`config.mk`:
```
export PLATFORM = sky130hd
export DESIGN_NAME = hazard_ctrl
export DESIGN_NICKNAME = d
export VERILOG_FILES = /design/src/rtl/hazard_pkg.sv /design/src/rtl/hz_scoreboard.sv /design/src/rtl/hazard_ctrl.sv
export SDC_FILE = /design/constraint.sdc
export NUM_CORES = 1
export LEC_CHECK = 0
export CAP_MARGIN = 40
export CORE_MARGIN = 10
export CORE_UTILIZATION = 44
export DETAILED_ROUTE_END_ITERATION = 8
export PLACE_DENSITY_LB_ADDON = 0.05
export SYNTH_ARGS = -nofsm -noshare
export SYNTH_HDL_FRONTEND = slang
export SYNTH_SLANG_ARGS = --single-unit
```
`constraint.sdc`:
```
create_clock -name clk_i -period 3.1 [get_ports clk_i]
set_input_delay 0.62 -clock clk_i [delete_from_list [all_inputs] [get_ports clk_i]]
set_output_delay 0.62 -clock clk_i [all_outputs]
set_load 0.01 [all_outputs]
```
`src/rtl/hazard_pkg.sv`:
```
// hazard_pkg: opcodes, instruction field positions and decode helper for the hazard unit
package hazard_pkg;
  localparam logic [3:0] OP_R   = 4'b0000;
  localparam logic [3:0] OP_MUL = 4'b0011;
  localparam logic [3:0] OP_LW  = 4'b1000;
  localparam logic [3:0] OP_SW  = 4'b1001;
  localparam logic [3:0] OP_BEQ = 4'b0100;
  localparam logic [3:0] OP_NOP = 4'b1100;
  localparam logic [15:0] NOP_INSTR = 16'hC000;
  localparam int OP_HI = 15, OP_LO = 12;
  localparam int RS_HI = 11, RS_LO = 9;
  localparam int RT_HI = 8, RT_LO = 6;
  localparam int RD_HI = 5, RD_LO = 3;
  localparam int REG_NUM = 8;
  typedef struct packed {
    logic [3:0] op;
    logic [2:0] dst;
    logic [2:0] rs;
    logic [2:0] rt;
  } dec_t;
  // Unused register fields decode as r0, which the scoreboard treats as always ready.
  function automatic dec_t decode(input logic [15:0] i);
    dec_t d;
    logic [3:0] op;
    logic wr_rd, rd_rs, rd_rt;
    op = i[OP_HI:OP_LO];
    wr_rd = (op == OP_R) || (op == OP_MUL);
    rd_rt = wr_rd || (op == OP_SW) || (op == OP_BEQ);
    rd_rs = rd_rt || (op == OP_LW);
    d.op = op;
    d.rs = rd_rs ? i[RS_HI:RS_LO] : 3'd0;
    d.rt = rd_rt ? i[RT_HI:RT_LO] : 3'd0;
    d.dst = wr_rd ? i[RD_HI:RD_LO] : (op == OP_LW) ? i[RT_HI:RT_LO] : 3'd0;
    return d;
  endfunction
endpackage

```
`src/rtl/hz_scoreboard.sv`:
```
// hz_scoreboard: per-register cycles-until-writeback counters with two source lookups
module hz_scoreboard
  import hazard_pkg::*;
#(
  parameter int WB_LAT = 3
) (
  input  logic       clk_i,
  input  logic       rst_n,
  input  logic       wr_en,
  input  logic [2:0] wr_dst,
  input  logic [2:0] src_a,
  input  logic [2:0] src_b,
  output logic       rdy_a,
  output logic       rdy_b
);
  logic [3:0] sb_cnt [REG_NUM];
  // A fresh issue reloads the counter; otherwise counters drain toward zero. r0 stays 0.
  always_ff @(posedge clk_i) begin
    for (int r = 0; r < REG_NUM; r++)
      sb_cnt[r] <= (!rst_n || r == 0) ? 4'd0 :
                   (wr_en && wr_dst == 3'(r)) ? 4'(WB_LAT) :
                   (sb_cnt[r] != 4'd0) ? sb_cnt[r] - 4'd1 : 4'd0;
  end
  // The register file writes in the first half-cycle, so a count of 1 is already ready.
  always_comb begin
    rdy_a = sb_cnt[src_a] <= 4'd1;
    rdy_b = sb_cnt[src_b] <= 4'd1;
  end
endmodule

```
`src/rtl/hazard_ctrl.sv`:
```
// hazard_ctrl: ID-stage stall/flush generation for the 16-bit pipeline
module hazard_ctrl
  import hazard_pkg::*;
#(
  parameter int FWD_EN    = 1,
  parameter int WB_LAT    = 3,
  parameter int FLUSH_CYC = 1,
  parameter int MUL_CYC   = 4
) (
  input  logic        clk_i,
  input  logic        rst_n,
  input  logic [15:0] instr_id_i,
  input  logic        branch_taken_i,
  output logic        DHZ_o,
  output logic        CHZ_o,
  output logic        bubble_idex_o,
  output logic        issue_o
);
  dec_t       d;
  logic       ld_pend;
  logic [2:0] ld_dst;
  logic [3:0] mul_cnt;
  logic [1:0] flush_cnt;
  logic       rdy_a, rdy_b, raw_stall, chz, dhz;
  hz_scoreboard #(.WB_LAT(WB_LAT)) u_sb (
    .clk_i (clk_i),
    .rst_n (rst_n),
    .wr_en (issue_o && FWD_EN == 0 && d.dst != 3'd0),
    .wr_dst(d.dst),
    .src_a (d.rs),
    .src_b (d.rt),
    .rdy_a (rdy_a),
    .rdy_b (rdy_b)
  );
  // Hazard decisions are combinational on the IF/ID instruction; flush overrides stall.
  always_comb begin
    d = decode(instr_id_i);
    raw_stall = (FWD_EN != 0) ?
      ld_pend && ld_dst != 3'd0 && (ld_dst == d.rs || ld_dst == d.rt) :
      !(rdy_a && rdy_b);
    chz = branch_taken_i || flush_cnt != 2'd0;
    dhz = !chz && (raw_stall || mul_cnt != 4'd0);
    CHZ_o = rst_n && chz;
    DHZ_o = rst_n && dhz;
    bubble_idex_o = !rst_n || chz || dhz;
    issue_o = !bubble_idex_o;
  end
  // Load-use marker, MUL busy and flush counters; only an issued instruction updates them.
  always_ff @(posedge clk_i) begin
    if (!rst_n) begin
      ld_pend <= 1'b0;
      ld_dst <= 3'd0;
      mul_cnt <= 4'd0;
      flush_cnt <= 2'd0;
    end else begin
      ld_pend <= FWD_EN != 0 && issue_o && d.op == OP_LW && d.dst != 3'd0;
      ld_dst <= d.dst;
      mul_cnt <= (issue_o && d.op == OP_MUL) ? 4'(MUL_CYC - 1) :
                 (mul_cnt != 4'd0) ? mul_cnt - 4'd1 : 4'd0;
      flush_cnt <= branch_taken_i ? 2'(FLUSH_CYC - 1) :
                   (flush_cnt != 2'd0) ? flush_cnt - 2'd1 : 2'd0;
    end
  end
endmodule

```
==> results of run 1 <==
[synthesized netlist by cell type, types with 2 or more instances]
master    instances  area [µm²]
nor2_1            5       18.77
buf_2             2       10.01
a21oi_1           4       20.02
and2_1            3       18.77
o31ai_1           3       22.52
nand2_1           4       15.01
a22oi_2           2       25.02
nor2b_1           6       37.54
inv_1             4       15.01
dfxtp_1          10       200.2
nand3b_1          3       22.52
nand3_1           4       20.02
nor4_1            4       25.02
and2_0            3       18.77
xor2_1            3       26.28
xnor2_1           3       26.28
o21ai_0           6       30.03
a21boi_0          2       15.01
[registers in the layout (all words and copies together) (netlist names)]
register   count
ld_pend        1
ld_dst         3
mul_cnt        4
flush_cnt      2
[final cells by class]
type,instances,area [µm²]
inverters,4,15.01
multi-input cells,69,493.0
clock buffers,4,36.28
flip-flops and latches,10,200.2
fillers,137,459.2
repair buffers,33,282.8
well taps,16,20.02
[layer usage]
layer	vias up	track usage (%)	part of all wire [%]	wire length [µm]
met2	15	17.79	47	825
met5	-	0	0	0
met3	2	2.966	5.3	94
met1	322	12.80	47	822
met4	0	3.846	1.2	21
li1	387	-	-	-
[power by group]
group / internal [µW] / leakage, µW / switching (µW)
clock: 71.4 / 0.0000210 / 46.2
combinational: 39.2 / 0.000340 / 29.0
sequential: 130 / 0.0000807 / 1.56
total: 240 / 0.000442 / 76.8
[logic make-up (layout without fill, tap and decap cells)]
group	count (synthesis)	after routing
XOR/XNOR	6	6
buffers and inverters	7	41
multiplexers	1	1
AND/OR/NAND/NOR	39	39
AO/OA/AOI/OAI	22	22
adder cells (fa/ha/maj)	1	1
flip-flops	10	10
[stage by stage]
step	cell area (µm²)	std cells
floorplan	693.2	86
CTS	1033	136
global placement	972.2	129
detailed placement	972.2	129
global route	1047	136
finish	1047	136
[final timing paths]
| check | slack, ps | cells after the start | to | start |
|---|---|---|---|---|
| hold reg to reg | 420 | 1 | flush_cnt[0] | flush_cnt[0] |
| setup reg to reg | 1460 | 6 | ld_pend | ld_dst[1] |
| setup / recovery | 110 | 7 | DHZ_o | instr_id_i[14] |
| hold / removal | 420 | 1 | flush_cnt[0] | flush_cnt[0] |
[worst register-to-register path: cells and delay by family (launching register included)]
family,cells,cell delay [ps]
AO/OA/AOI/OAI,2,550
buffers and inverters,1,180
flip-flops,1,350
AND/OR/NAND/NOR,3,470
[repair_timing]
action | CTS | global route
pin swaps | 5 | 2
gates resized for setup | 13 | 3
buffers inserted | 3 | 0
gates cloned | 0 | 0
setup endpoints to repair | 3 | 1
==> flow_metrics.tcl, run 1 <==
set metrics [dict create \
    initialDrtViolationCount 11 \
    clock_path_buffers 2 \
    timing.critical_path.buf_inv 2 \
    drive_gt1_share_pct 24.17 \
    antenna_found_initial 0 \
    muxShareOfSynthArea_pct 1.444 \
    io-pin-count 23 \
    synth_edf_count 0 \
    rows 14 \
    start_kind "input port" \
    place_ws_ps -544.9 \
    viasPerCell 5.338 \
    cts_tree "yes" \
    synth_compound_area_share_pct 22.38 \
    cp_max_fo 4 \
    hpwl_um 1402 \
    hold_violations 0 \
    power_uw 317.1 \
    groute.usage.overall_pct 10.74 \
    grt_pass1_vias 740 \
    numCtsBuffers 3 \
    max_slew_margin_pct 69.50 \
    setup-violations-final 0 \
    start_util_pct 46.01 \
    slowest_delay_ps 540 \
    run_status "completed" \
    arrival_ps 2370 \
    fin_skew_ps 3.713 \
    antenna-diode-count 0 \
    hold_path_class "register to register" \
    cp_top_family "simple AND/OR/NAND/NOR gates" \
    crit_chain "dlygate4sd2_1, and4bb_4, a22oi_2, xnor2_2, or4_4, a31oi_1, buf_2" \
    grt_first_pass_wirelength_um 3070 \
    slew_violations 0 \
    synthesis.area_um2 693.2 \
    dr.pass1.iters 4 \
    endpoint_kind "output pin" \
    htree_levels 1 \
    grt_max_degree 13 \
    remaining_drc_errors 0 \
    routabilityCongestion 0.7642 \
    crit_required_ps 2480 \
    layout_common_cells "14 x buf_4, 12 x clkdlybuf4s50_1, 10 x dfxtp_1" \
    cts-hold-fix-buffers 0 \
    gr-total-overflow 0 \
    vias 726 \
    path_class "input port to output pin" \
    finish.utilization_pct 69.52 \
    seq_area_frac_synth_pct 28.88 \
    fmax_ghz 0.3344 \
    synth_xor_area_share_pct 7.581 \
    cts_root_buffer "clkbuf_4" \
    syn_inst 86 \
    die_w_um 59.69 \
    synth_fp_nets 106 \
    synth_top_family_by_area "simple AND/OR/NAND/NOR gates" \
    portBuffers 19 \
    syn_to_final_growth_pct 51.08 \
    synth_flop_cell "dfxtp_1" \
    yosysUniqueCellTypes 33 \
    ant_nets 0 \
    syn_area_per_cell_um2 8.060 \
    rsz0062_at_grt "no" \
    cap_violations 0 \
    clkLatencyLatePin_ps 270 \
    synth_fa_ha_area_share_pct 1.805 \
    path_clk_slew_ps 60 \
    core_mm2 0.001506 \
    wire_per_inst_um 12.97 \
    power.density_mw_per_mm2 302.8 \
    slowest_stage "or4_4" \
    fin_crit_ps 2991 \
    holdWs_ps 417.1 \
    yosys.area_share.simple_pct 33.75 \
    fin_ws_ps 109.2 \
    wl_um 1764 \
    die_area_mm2 0.003563 \
    period_share_pct 96.48 \
    ys_ff_latch 10 \
    fin_setup_tns_ps 0 \
    ys_warn_count 0 \
    synthArstFlopShare_pct 0 \
    p_leak_uw 0.0004421 \
    die_h_um 59.69 \
    nets 141 \
    irDropWorstVdd_mv 0.3554 \
    tightest_slew_ps 453.4 \
    layout_commonest_cell "buf_4" \
    cts_sinks 10 \
]
(Power assumes the default switching activity.)
==> inputs of run 2 (changes only) <==
CORE_MARGIN = 5   (was 10)
SETUP_SLACK_MARGIN = 0.02   (was unset)
==> run 2 against run 1 <==
Compared with the run above:
- first-iteration DRC count is 64% lower
- largest power group unchanged
- power is 0.60% lower
- critical path type unchanged
- cell area is 0.12% higher
- critical endpoint unchanged
- sequential cell count stayed put
- core utilization is 0.083 points higher
==> flow_metrics.tcl, run 2 (synthesis gave the netlist of run 1 again) <==
set metrics [dict create \
    grt_first_pass_wirelength_um 2829 \
    nets 140 \
    fin_cells 135 \
    r2r_start "ld_dst[0]" \
    rsz0062_at_grt "no" \
    switching_share_pct 23.55 \
    crit_chain "clkdlybuf4s15_1, and4bb_4, a22oi_2, xnor2_2, or4_4, a31oi_1, buf_2" \
    rows 14 \
    endpoint_kind "output pin" \
    slowest_delay_ps 540 \
    remaining_drc_errors 0 \
    irDropWorstVdd_mv 0.3217 \
    max_slew_margin_pct 68.26 \
    timing.critical_path.buf_inv 2 \
    htree_levels 1 \
    io-pin-count 23 \
    viasPerCell 5.400 \
    die_area_mm2 0.002469 \
    portBuffers 19 \
    path_clk_slew_ps 60 \
    start_kind "input port" \
    clock_path_buffers 2 \
    grt_max_degree 13 \
    reg_top3 "mul_cnt: 4 flops, ld_dst: 3 flops, flush_cnt: 2 flops" \
    hpwl_um 1290 \
    register_area_um2 200.2 \
    layout_commonest_cell "buf_4" \
    net-switching-power_uw 74.23 \
    cp_top_family "simple AND/OR/NAND/NOR gates" \
    grt_pass1_vias 659 \
    gr-total-overflow 0 \
    crit_start "instr_id_i[14]" \
    antenna-diode-count 0 \
    ant_nets 0 \
    cts_tree "yes" \
    dpl_cell_area_um2 979.7 \
    power.density_mw_per_mm2 300.7 \
    fin_setup_tns_ps 0 \
    setup-violations-final 0 \
    vias 729 \
    multi_input_area_um2 500.5 \
    die_h_um 49.69 \
    clkLatencyLatePin_ps 260 \
    p_leak_uw 0.0004506 \
    hold_path_class "register to register" \
    numCtsBuffers 3 \
    fin_skew_ps 3.524 \
    cp_max_fo 4 \
    fin_crit_ps 3005 \
    path_class "input port to output pin" \
    min-delay-start "flush_cnt[0]" \
    core_mm2 0.001506 \
    wire_per_inst_um 11.84 \
    seqPwrFrac_pct 41.7 \
    die_w_um 49.69 \
    comb_power_share_pct 21.8 \
    routabilityCongestion 0.8078 \
    run_status "completed" \
    slew_violations 0 \
    fmax_ghz 0.3328 \
    placed_cells 130 \
    start_util_pct 46.01 \
    slowest_stage "or4_4" \
    cap_violations 0 \
    holdWs_ps 415.4 \
    top_register "mul_cnt" \
    initialDrtViolationCount 4 \
    cts_sinks 10 \
    p_int_uw 241.0 \
    hold_violations 0 \
    dr.pass1.iters 4 \
    design_area_mm2 0.001049 \
    period_share_pct 96.94 \
    crit_required_ps 2480 \
    drive_gt1_share_pct 25.21 \
    arrival_ps 2390 \
    groute.usage.overall_pct 14.24 \
    syn_to_final_growth_pct 51.26 \
    power_uw 315.2 \
    layout_common_cells "13 x buf_4, 12 x clkdlybuf4s50_1, 10 x dfxtp_1" \
    tightest_slew_ps 472.1 \
    wl_um 1599 \
    largest_reg_flops 4 \
    antenna_found_initial 0 \
    fill_cells 133 \
    pwr-share-clk_pct 36.6 \
    cts_root_buffer "clkbuf_4" \
]
## run 2: cell count changes in the layout (fill, tap and decap cells not counted)
cell / before / now
buf_4: 14 / 13
xnor2_1: 2 / 1
buf_2: 1 / 2
dlymetal6s2s_1: 0 / 1
clkdlybuf4s15_1: 0 / 1
xnor2_2: 1 / 2
dlygate4sd2_1: 6 / 3
## run 2: path summary, 6_finish.rpt
path / end / slack, ps / depth (start not counted)
max: DHZ_o / 90 / 7
min: flush_cnt[0] / 420 / 1
max reg2reg: mul_cnt[0] / 1450 / 6
min reg2reg: flush_cnt[0] / 420 / 1
## run 2: area by class of cell
type / count / area share (%)
well taps: 16 / 1.909
clock buffers: 4 / 3.461
repair buffers: 32 / 26.37
multi-input cells: 69 / 47.73
flip-flops and latches: 10 / 19.09
inverters: 4 / 1.432
## run 2: metrics by stage
step	worst slack [ps]	util (%)
after CTS	-28.78	68.44
final	94.91	69.60
after global routing	38.41	69.60
after detailed placement	-540.3	65.03
after global placement	-491.6	65.03
after floorplan	390.7	-
## run 2: timing repair
action	4_1_cts	5_1_grt
hold buffers	0	0
setup buffers	1	0
cloned	0	0
resized for setup	16	5
pin swaps	3	4
endpoints found under the setup margin	3	2
## run 2: power by group through the flow
stage | logic [µW] | registers [µW] | clock network [µW]
finish | 68.7 | 131 | 115
global route | 74.3 | 132 | 128
CTS | 67.5 | 131 | 120
detailed placement | 67.1 | 134 | 0
global placement | 65.8 | 134 | 0
floorplan | 29.3 | 134 | 0
## run 2: per-layer routing
| layer | vias to the layer above | GRT usage [%] | wire length [µm] |
|---|---|---|---|
| li1 | 380 | - | - |
| met1 | 328 | 19.38 | 777 |
| met2 | 19 | 21.19 | 717 |
| met3 | 2 | 4.819 | 94 |
| met4 | 0 | 3.930 | 9 |
| met5 | - | 0 | 0 |
## run 2: worst reg2reg max path, stage by stage, from the launching register on
cell,delay (ps)
dfxtp_1,350
o31ai_1,470
nor4_1,130
o21ai_0,130
nand2_1,130
buf_4,170
o31ai_1,200
